$ cat src/rtl/decoder_arbiter.sv
// Round-robin arbiter sharing one inverted-mapping 3-to-8 decoder between
// eight requesters, with a bounded hold time and one dead cycle between grants.
module decoder_arbiter #(
    parameter int unsigned MAX_HOLD = 8
) (
    input  logic       clk,
    input  logic       rst_n,
    input  logic [7:0] req,
    output logic       en,
    output logic [2:0] sel,
    output logic [7:0] gnt,
    output logic       busy,
    output logic       tmo
);

    typedef enum logic [1:0] {
        IDLE  = 2'd0,
        GRANT = 2'd1,
        GAP   = 2'd2
    } state_e;

    localparam logic [7:0] HOLD_LAST = 8'(MAX_HOLD - 1);

    state_e     state_q, state_d;
    logic       en_q, en_d;
    logic [2:0] sel_q, sel_d;
    logic [7:0] gnt_q, gnt_d;
    logic       busy_q, busy_d;
    logic       tmo_q, tmo_d;
    logic [2:0] last_q, last_d;
    logic [7:0] cnt_q, cnt_d;

    logic [3:0] pick;
    logic       found;
    logic [2:0] win;
    logic       owner_req;
    logic       hold_done;

    // First set bit strictly after last, wrapping; {found, index}.
    function automatic logic [3:0] rr_pick(
        input logic [7:0] r,
        input logic [2:0] last
    );
        logic [3:0] res;
        logic [2:0] idx;
        res = 4'b0;
        for (int k = 1; k <= 8; k++) begin
            idx = last + 3'(k);
            if (!res[3] && r[idx]) res = {1'b1, idx};
        end
        return res;
    endfunction

    assign pick      = rr_pick(req, last_q);
    assign found     = pick[3];
    assign win       = pick[2:0];
    assign owner_req = req[last_q];
    assign hold_done = (cnt_q == HOLD_LAST);

    always_ff @(posedge clk or negedge rst_n) begin
        if (!rst_n) state_q <= IDLE;
        else        state_q <= state_d;
    end

    always_comb begin
        state_d = state_q;
        unique case (state_q)
            IDLE: begin
                if (found) state_d = GRANT;
            end
            GRANT: begin
                if (!owner_req || hold_done) state_d = GAP;
            end
            GAP: begin
                state_d = found ? GRANT : IDLE;
            end
            default: state_d = IDLE;
        endcase
    end

    always_comb begin
        en_d   = 1'b0;
        sel_d  = sel_q;
        gnt_d  = 8'h00;
        tmo_d  = 1'b0;
        last_d = last_q;
        cnt_d  = cnt_q;
        busy_d = (state_d != IDLE);
        unique case (state_q)
            IDLE, GAP: begin
                if (found) begin
                    en_d   = 1'b1;
                    sel_d  = ~win;
                    gnt_d  = 8'b1 << win;
                    last_d = win;
                    cnt_d  = 8'h00;
                end
            end
            GRANT: begin
                if (state_d == GRANT) begin
                    en_d  = 1'b1;
                    gnt_d = gnt_q;
                    cnt_d = cnt_q + 8'h01;
                end else begin
                    // Released while still requesting means the hold expired.
                    tmo_d = owner_req;
                end
            end
            default: ;
        endcase
    end

    always_ff @(posedge clk or negedge rst_n) begin
        if (!rst_n) begin
            en_q   <= 1'b0;
            sel_q  <= 3'b000;
            gnt_q  <= 8'h00;
            busy_q <= 1'b0;
            tmo_q  <= 1'b0;
            last_q <= 3'd7;
            cnt_q  <= 8'h00;
        end else begin
            en_q   <= en_d;
            sel_q  <= sel_d;
            gnt_q  <= gnt_d;
            busy_q <= busy_d;
            tmo_q  <= tmo_d;
            last_q <= last_d;
            cnt_q  <= cnt_d;
        end
    end

    assign en   = en_q;
    assign sel  = sel_q;
    assign gnt  = gnt_q;
    assign busy = busy_q;
    assign tmo  = tmo_q;

    a_gnt_matches_decoder : assert property (
        @(posedge clk) disable iff (!rst_n)
        gnt_q == (en_q ? (8'b1 << (~sel_q)) : 8'h00)
    );

    a_gnt_onehot0 : assert property (
        @(posedge clk) disable iff (!rst_n) $onehot0(gnt_q)
    );

endmodule

$ cat config.mk
export PLATFORM = sky130hd
export DESIGN_NAME = decoder_arbiter
export DESIGN_NICKNAME = d
export VERILOG_FILES = /design/src/rtl/decoder_arbiter.sv
export SDC_FILE = /design/constraint.sdc
export NUM_CORES = 1
export LEC_CHECK = 0
export CORE_UTILIZATION = 50
export DETAILED_ROUTE_END_ITERATION = 8
export PLACE_DENSITY = 0.75
export SLEW_MARGIN = 20
export SYNTH_ARGS = -nofsm -noshare
export SYNTH_HDL_FRONTEND = slang
export SYNTH_SLANG_ARGS = --single-unit
$ cat constraint.sdc
create_clock -name clk -period 10.5 [get_ports clk]
set_input_delay 2.625 -clock clk [delete_from_list [all_inputs] [get_ports clk]]
set_output_delay 2.625 -clock clk [all_outputs]
set_load 0.02 [all_outputs]
==> impl_metrics.csv, run 1 <==
group,metric,value,unit
run,cap_violations,0,
detailed_routing,routed_wl,4.51,mm
logic_synthesis,synth.avg_cell_area,10.4,um2
clock_tree,post_cts_buffers,0,
timing,rsz0062_at_grt,"false",
detailed_routing,drtIter0Drc,106,
global_route,antenna_found_initial,0,
floorplan,die_h,67.5,um
timing,setup-violations-final,0,
min_path,whs_path_depth,1,
timing,skew,6.42,ps
timing,worstMarginPinSlew,706,ps
placed_design,place_congestion,0.931,
final_layout,layout-drive-gt1-share,0.169,
setup_path,ff2ff_setup_slack,6540,ps
timing,finalWorstPathRequiredPeriod,5130,ps
clock_tree,cts.path.max_buffers,2,
timing,tns,0,ps
logic_synthesis,synth_cell_type_count,57,
clock_tree,h-tree-depth,1,
logic_synthesis,yosys_warnings,0,
logic_synthesis,synthArstFlopShare,1.00,
detailed_routing,ant_nets,0,
timing,fin_crit_sh,0.489,
placed_design,hpwlAfterDp,3.41,mm
global_route,grt_max_degree,28,
clock_tree,clk_latency,270,ps
setup_path,r2r-start,"last_q[0]",
floorplan,start_util,0.529,
detailed_routing,viasPerCell,6.19,
clock_tree,cts_hold_buf,0,
setup_path,worst_r2r_path_depth,9,
setup_path,setup.worst_path.class,"in -> reg",
placed_design,io_buffers,23,
detailed_routing,first_pass_iters,4,
min_path,hold_path_end,"gnt[6]",
logic_synthesis,synthCells,207,
timing,final_hold_viol_count,0,
timing,max_freq,195,MHz
clock_tree,cts_tree,"yes",
global_route,groute.usage.overall,0.214,
detailed_routing,routedWlPerCell,16.4,um
logic_synthesis,synth_ff_type,"dfrtp_1",
setup_path,critPathLaunchType,"input pin",
final_layout,nets,239,
clock_tree,cts.sinks,27,
logic_synthesis,syn-num-nets,220,
setup_path,timing.rr.end,"sel[1]",
timing,report.final.slew_viol_count,0,
detailed_routing,num_vias,1703,
floorplan,io_pins,24,
final_layout,utilization,0.597,
logic_synthesis,synth_top_area_share,0.280,
final_layout,diodes,0,
floorplan,die_x,67.5,um
setup_path,arrival,5290,ps
timing,timing.slew.headroom,0.528,
logic_synthesis,synth_edf_count,0,
logic_synthesis,synth-seq-cells,27,
floorplan,die_area,4560,um2
min_path,hold_class,"reg -> reg",
global_route,grt_overflow,0,
run_status,status,"complete, no violations",
clock_tree,clkTransAtPathRegs,90,ps
clock_tree,cts_made_buffers,3,
global_route,grt_pass1_wl,7.40,mm
clock_tree,cts_resized,0,
logic_synthesis,ys_top_cells_by_area,"dfrtp_1, mux4_2, mux2i_1",
logic_synthesis,netlist_area,2150,um2
final_layout,area_growth,12.9,%
logic_synthesis,yosysTopAreaCell,"dfrtp_1",
setup_path,endpoint_kind,"flop",
min_path,hp-start,"gnt[6]",
setup_path,path_max_fanout,7,
logic_synthesis,ys_seq_area_frac,0.317,
detailed_routing,post-route-drc-count,0,
floorplan,core,4060,um2
floorplan,rows,23,
clock_tree,root_buffer,"clkbuf_8",
setup_path,crit_required,10660,ps
global_route,grt_pass1_vias,1568,
## critical path, stage by stage
cell and delay, ps:
clkdlybuf4s50_1 610, mux2i_1 230, mux4_2 550, or4_1 510, a21oi_1 150, nor4_1 90, o32a_2 240, mux2_2 280
## sequential cells by signal, summed over array words and instances (netlist names)
| register | flops |
|---|---|
| tmo | 1 |
| en | 1 |
| state_q | 2 |
| cnt_q | 8 |
| last_q | 3 |
| busy | 1 |
| sel | 3 |
| gnt | 8 |
## logic make-up after synthesis
kind of cell	Yosys count	synth area share
AO/OA/AOI/OAI	47	0.177
XOR/XNOR	10	0.0408
adder cells (fa/ha/maj)	3	0.0175
buffers and inverters	18	0.0455
flip-flops	27	0.317
multiplexers	35	0.243
AND/OR/NAND/NOR	67	0.160
## stage by stage
step / area [um2] / setup slack, ps / instances / hold slack [ps]
global placement: 2380 / 5160 / 271 / 479
CTS: 2420 / 5410 / 275 / 510
global route: 2420 / 5250 / 275 / 519
finish: 2420 / 5370 / 275 / 502
detailed placement: 2380 / 5110 / 271 / 486
floorplan: 2150 / 5870 / 207 / 506
## synth_stat cells, types with 3 or more instances
| library cell | count |
|---|---|
| ha_1 | 3 |
| dfrtp_1 | 24 |
| a21oi_1 | 9 |
| xnor2_1 | 6 |
| nor2_1 | 18 |
| nand2_1 | 16 |
| dfstp_2 | 3 |
| nand2b_1 | 6 |
| inv_1 | 8 |
| a31oi_1 | 3 |
| buf_2 | 3 |
| mux2_2 | 8 |
| a32o_1 | 4 |
| buf_6 | 3 |
| mux2i_1 | 11 |
| o21ai_0 | 3 |
| mux4_2 | 12 |
| a211oi_1 | 3 |
| nand3_1 | 6 |
| nor3_1 | 6 |
| a22o_1 | 5 |
| a21o_1 | 3 |
| xor2_1 | 4 |
## worst max path at each step
stage / startpoint / end / slack, ps / cells after the start
3_5_place_dp: req[2] / sel[1] / 5110 / 8
6_report: req[2] / sel[1] / 5370 / 8
3_3_place_gp: req[3] / sel[1] / 5160 / 8
4_1_cts: req[2] / sel[1] / 5410 / 8
5_1_grt: req[6] / gnt[6] / 5250 / 7
2_1_floorplan: req[5] / gnt[7] / 5870 / 8
## cell type report
| class | instances | area, um2 |
|---|---|---|
| clock buffers | 4 | 45.0 |
| inverters | 8 | 30.0 |
| fillers | 335 | 1630 |
| well taps | 50 | 62.6 |
| flip-flops and latches | 27 | 679 |
| multi-input cells | 162 | 1370 |
| repair buffers | 24 | 238 |
## cells in the final DEF (no fill, tap or decap), drive strengths merged, types with 2 or more instances in the layout
cell / Yosys / routed
ha: 3 / 3
and2: 3 / 3
nor3: 6 / 6
dfstp: 3 / 3
a21o: 3 / 3
nand2: 17 / 17
xor2: 4 / 4
a31oi: 3 / 3
mux4: 12 / 12
clkdlybuf4s50: 0 / 23
clkbuf: 2 / 4
nand3: 6 / 6
xnor2: 6 / 6
o21ai: 3 / 3
mux2i: 12 / 12
a32o: 4 / 4
o211a: 2 / 2
dfrtp: 24 / 24
a21oi: 10 / 10
a211oi: 3 / 3
nand2b: 6 / 6
a22o: 5 / 5
or4: 2 / 2
nor2: 18 / 18
a22oi: 2 / 2
nor3b: 2 / 2
mux2: 11 / 11
inv: 8 / 8
## layer usage
metal | GRT usage | share of wire | vias to the layer above
met4 | 0.0186 | 0.0087 | 0
met2 | 0.329 | 0.47 | 36
met3 | 0.0355 | 0.035 | 4
li1 | - | - | 821
met1 | 0.325 | 0.48 | 842
met5 | 0 | 0 | -
Power of run 1 is not shown: default switching activity piles up to over one toggle a cycle in this logic, so the estimate is an artifact.
==> run 2: changes to the inputs <==
==> constraint.sdc (replaced) <==
create_clock -name clk -period 5.01 [get_ports clk]
set_input_delay 1.2525 -clock clk [delete_from_list [all_inputs] [get_ports clk]]
set_output_delay 1.2525 -clock clk [all_outputs]
set_load 0.02 [all_outputs]
==> run 2 against run 1 <==
Against the previous run:
- sequential share of layout area fell by 0.087 points
- cell count rose by 0.36%
- clock-buffer cell count did not move
- design area rose by 0.31%
- flip-flop and latch count did not move
- critical path type is now reg -> reg
- critical path depth rose by 1
- die area did not move
- hold slack improved by 1.4 ps
- highest routed layer unchanged
- global-route usage rose by 0.60 points
- clock skew fell by 1.5 ps
- register-to-register slack got worse by 5300 ps
- routed wire length rose by 0.13%
==> impl_metrics.csv, run 2 (synthesis results as in run 1) <==
group,metric,value,unit
placed_design,io_buffers,23,
timing,finalWorstPathRequiredPeriod,3800,ps
global_route,grt_max_degree,21,
final_layout,seqCellArea,679,um2
timing,final_hold_viol_count,0,
final_layout,final_cell_mix,"dfrtp_1, clkdlybuf4s50_1, nor2_1, nand2_1, mux4_2",
floorplan,io_pins,24,
final_layout,multi_input_area,1370,um2
final_layout,area_growth,13.3,%
detailed_routing,viasPerCell,6.26,
timing,max_freq,263,MHz
timing,tns,0,ps
timing,setup-violations-final,0,
clock_tree,cts_tree,"yes",
clock_tree,cts_hold_buf,0,
run,cap_violations,0,
setup_path,timing.rr.end,"gnt[7]",
placed_design,hpwlAfterDp,3.48,mm
timing,fin_crit_sh,0.758,
global_route,grt_pass1_vias,1551,
setup_path,endpoint_kind,"flop",
floorplan,core,4060,um2
clock_tree,cts_resized,0,
timing,rsz0062_at_grt,"false",
floorplan,die_area,4560,um2
clock_tree,post_cts_buffers,0,
timing,worstMarginPinSlew,706,ps
min_path,hold_path_end,"gnt[5]",
min_path,hp-start,"gnt[5]",
power_and_ir_drop,powerDensity,800,nW/um2
setup_path,crit_required,5170,ps
floorplan,rows,23,
run_status,status,"complete, no violations",
min_path,whs_path_depth,1,
floorplan,die_x,67.5,um
clock_tree,h-tree-depth,1,
setup_path,ff2ff_setup_slack,1210,ps
clock_tree,cts.path.max_buffers,2,
power_and_ir_drop,ir_drop,0.373,mV
floorplan,start_util,0.529,
detailed_routing,routedWlPerCell,16.3,um
final_layout,layout-drive-gt1-share,0.173,
detailed_routing,drtIter0Drc,137,
setup_path,r2r-start,"last_q[0]",
setup_path,arrival,3960,ps
timing,timing.slew.headroom,0.528,
detailed_routing,first_pass_iters,4,
min_path,hold_class,"reg -> reg",
timing,report.final.slew_viol_count,0,
clock_tree,clk_latency,270,ps
detailed_routing,ant_nets,0,
clock_tree,root_buffer,"clkbuf_8",
final_layout,fillers,345,
final_layout,diodes,0,
clock_tree,cts.sinks,27,
global_route,grt_overflow,0,
detailed_routing,routed_wl,4.51,mm
setup_path,path_max_fanout,20,
final_layout,nets,240,
timing,skew,4.92,ps
setup_path,setup.worst_path.class,"reg -> reg",
detailed_routing,post-route-drc-count,0,
placed_design,dpl-instance-area,2390,um2
clock_tree,cts_made_buffers,3,
global_route,groute.usage.overall,0.220,
placed_design,place_congestion,0.940,
global_route,antenna_found_initial,0,
final_layout,fin_area,2430,um2
setup_path,critPathLaunchType,"flop",
floorplan,die_h,67.5,um
final_layout,final_common_cell,"dfrtp_1",
detailed_routing,num_vias,1729,
power_and_ir_drop,p_leak,0.991,nW
global_route,grt_pass1_wl,7.49,mm
setup_path,worst_r2r_path_depth,9,
clock_tree,clkTransAtPathRegs,90,ps
run 2: cell types whose count changed in the layout (fill, tap and decap cells not counted), sizes merged:
cell  delta
buf      +1
run 2: power by group:
group,internal [mW],switching (mW),total [mW]
logic,0.670,0.765,1.44
registers,0.294,0.0952,0.389
clock network,0.0569,0.0625,0.119
total,1.02,0.923,1.94
run 2: layout make-up:
cell class,instances,area share
multi-input combinational,162,0.563
tap,50,0.0257
clock buffer,4,0.0185
sequential,27,0.279
timing repair buffer,25,0.101
inverter,8,0.0124
run 2: worst max path at each step:
stage                    from      to  slack (ps)  depth (start not counted)
floorplan           last_q[0]  sel[1]        1720                         11
global placement       req[2]  sel[1]        1030                          8
detailed placement     req[5]  gnt[7]        1020                          7
CTS                 last_q[0]  gnt[7]        1250                          9
global route        last_q[0]  gnt[7]        1010                          9
finish              last_q[0]  gnt[7]        1210                          9
run 2: layer usage:
metal | vias to the layer above | share of wire | global-route usage
li1 | 826 | - | -
met4 | 0 | 0.0060 | 0.0319
met1 | 848 | 0.48 | 0.334
met3 | 4 | 0.047 | 0.0389
met5 | - | 0 | 0
met2 | 51 | 0.47 | 0.330
run 2: worst max-delay path, stage by stage, from the launching register on:
cell and delay [ps]:
dfstp_2 850, inv_1 250, ha_1 430, xor2_1 490
mux4_2 420, and4b_1 260, and3_1 180, nor4_1 300
o32ai_1 220, a32o_1 300
run 2: stage by stage:
step,power (mW),utilization,setup WS (ps),hold slack (ps),cells
floorplan,1.55,-,1720,506,207
global placement,1.81,0.588,1030,479,272
detailed placement,1.82,0.588,1020,479,272
CTS,1.95,0.599,1250,510,276
global route,2.10,0.599,1010,515,276
finish,1.94,0.599,1210,504,276
Note: power is estimated with default switching activity, not from simulation.
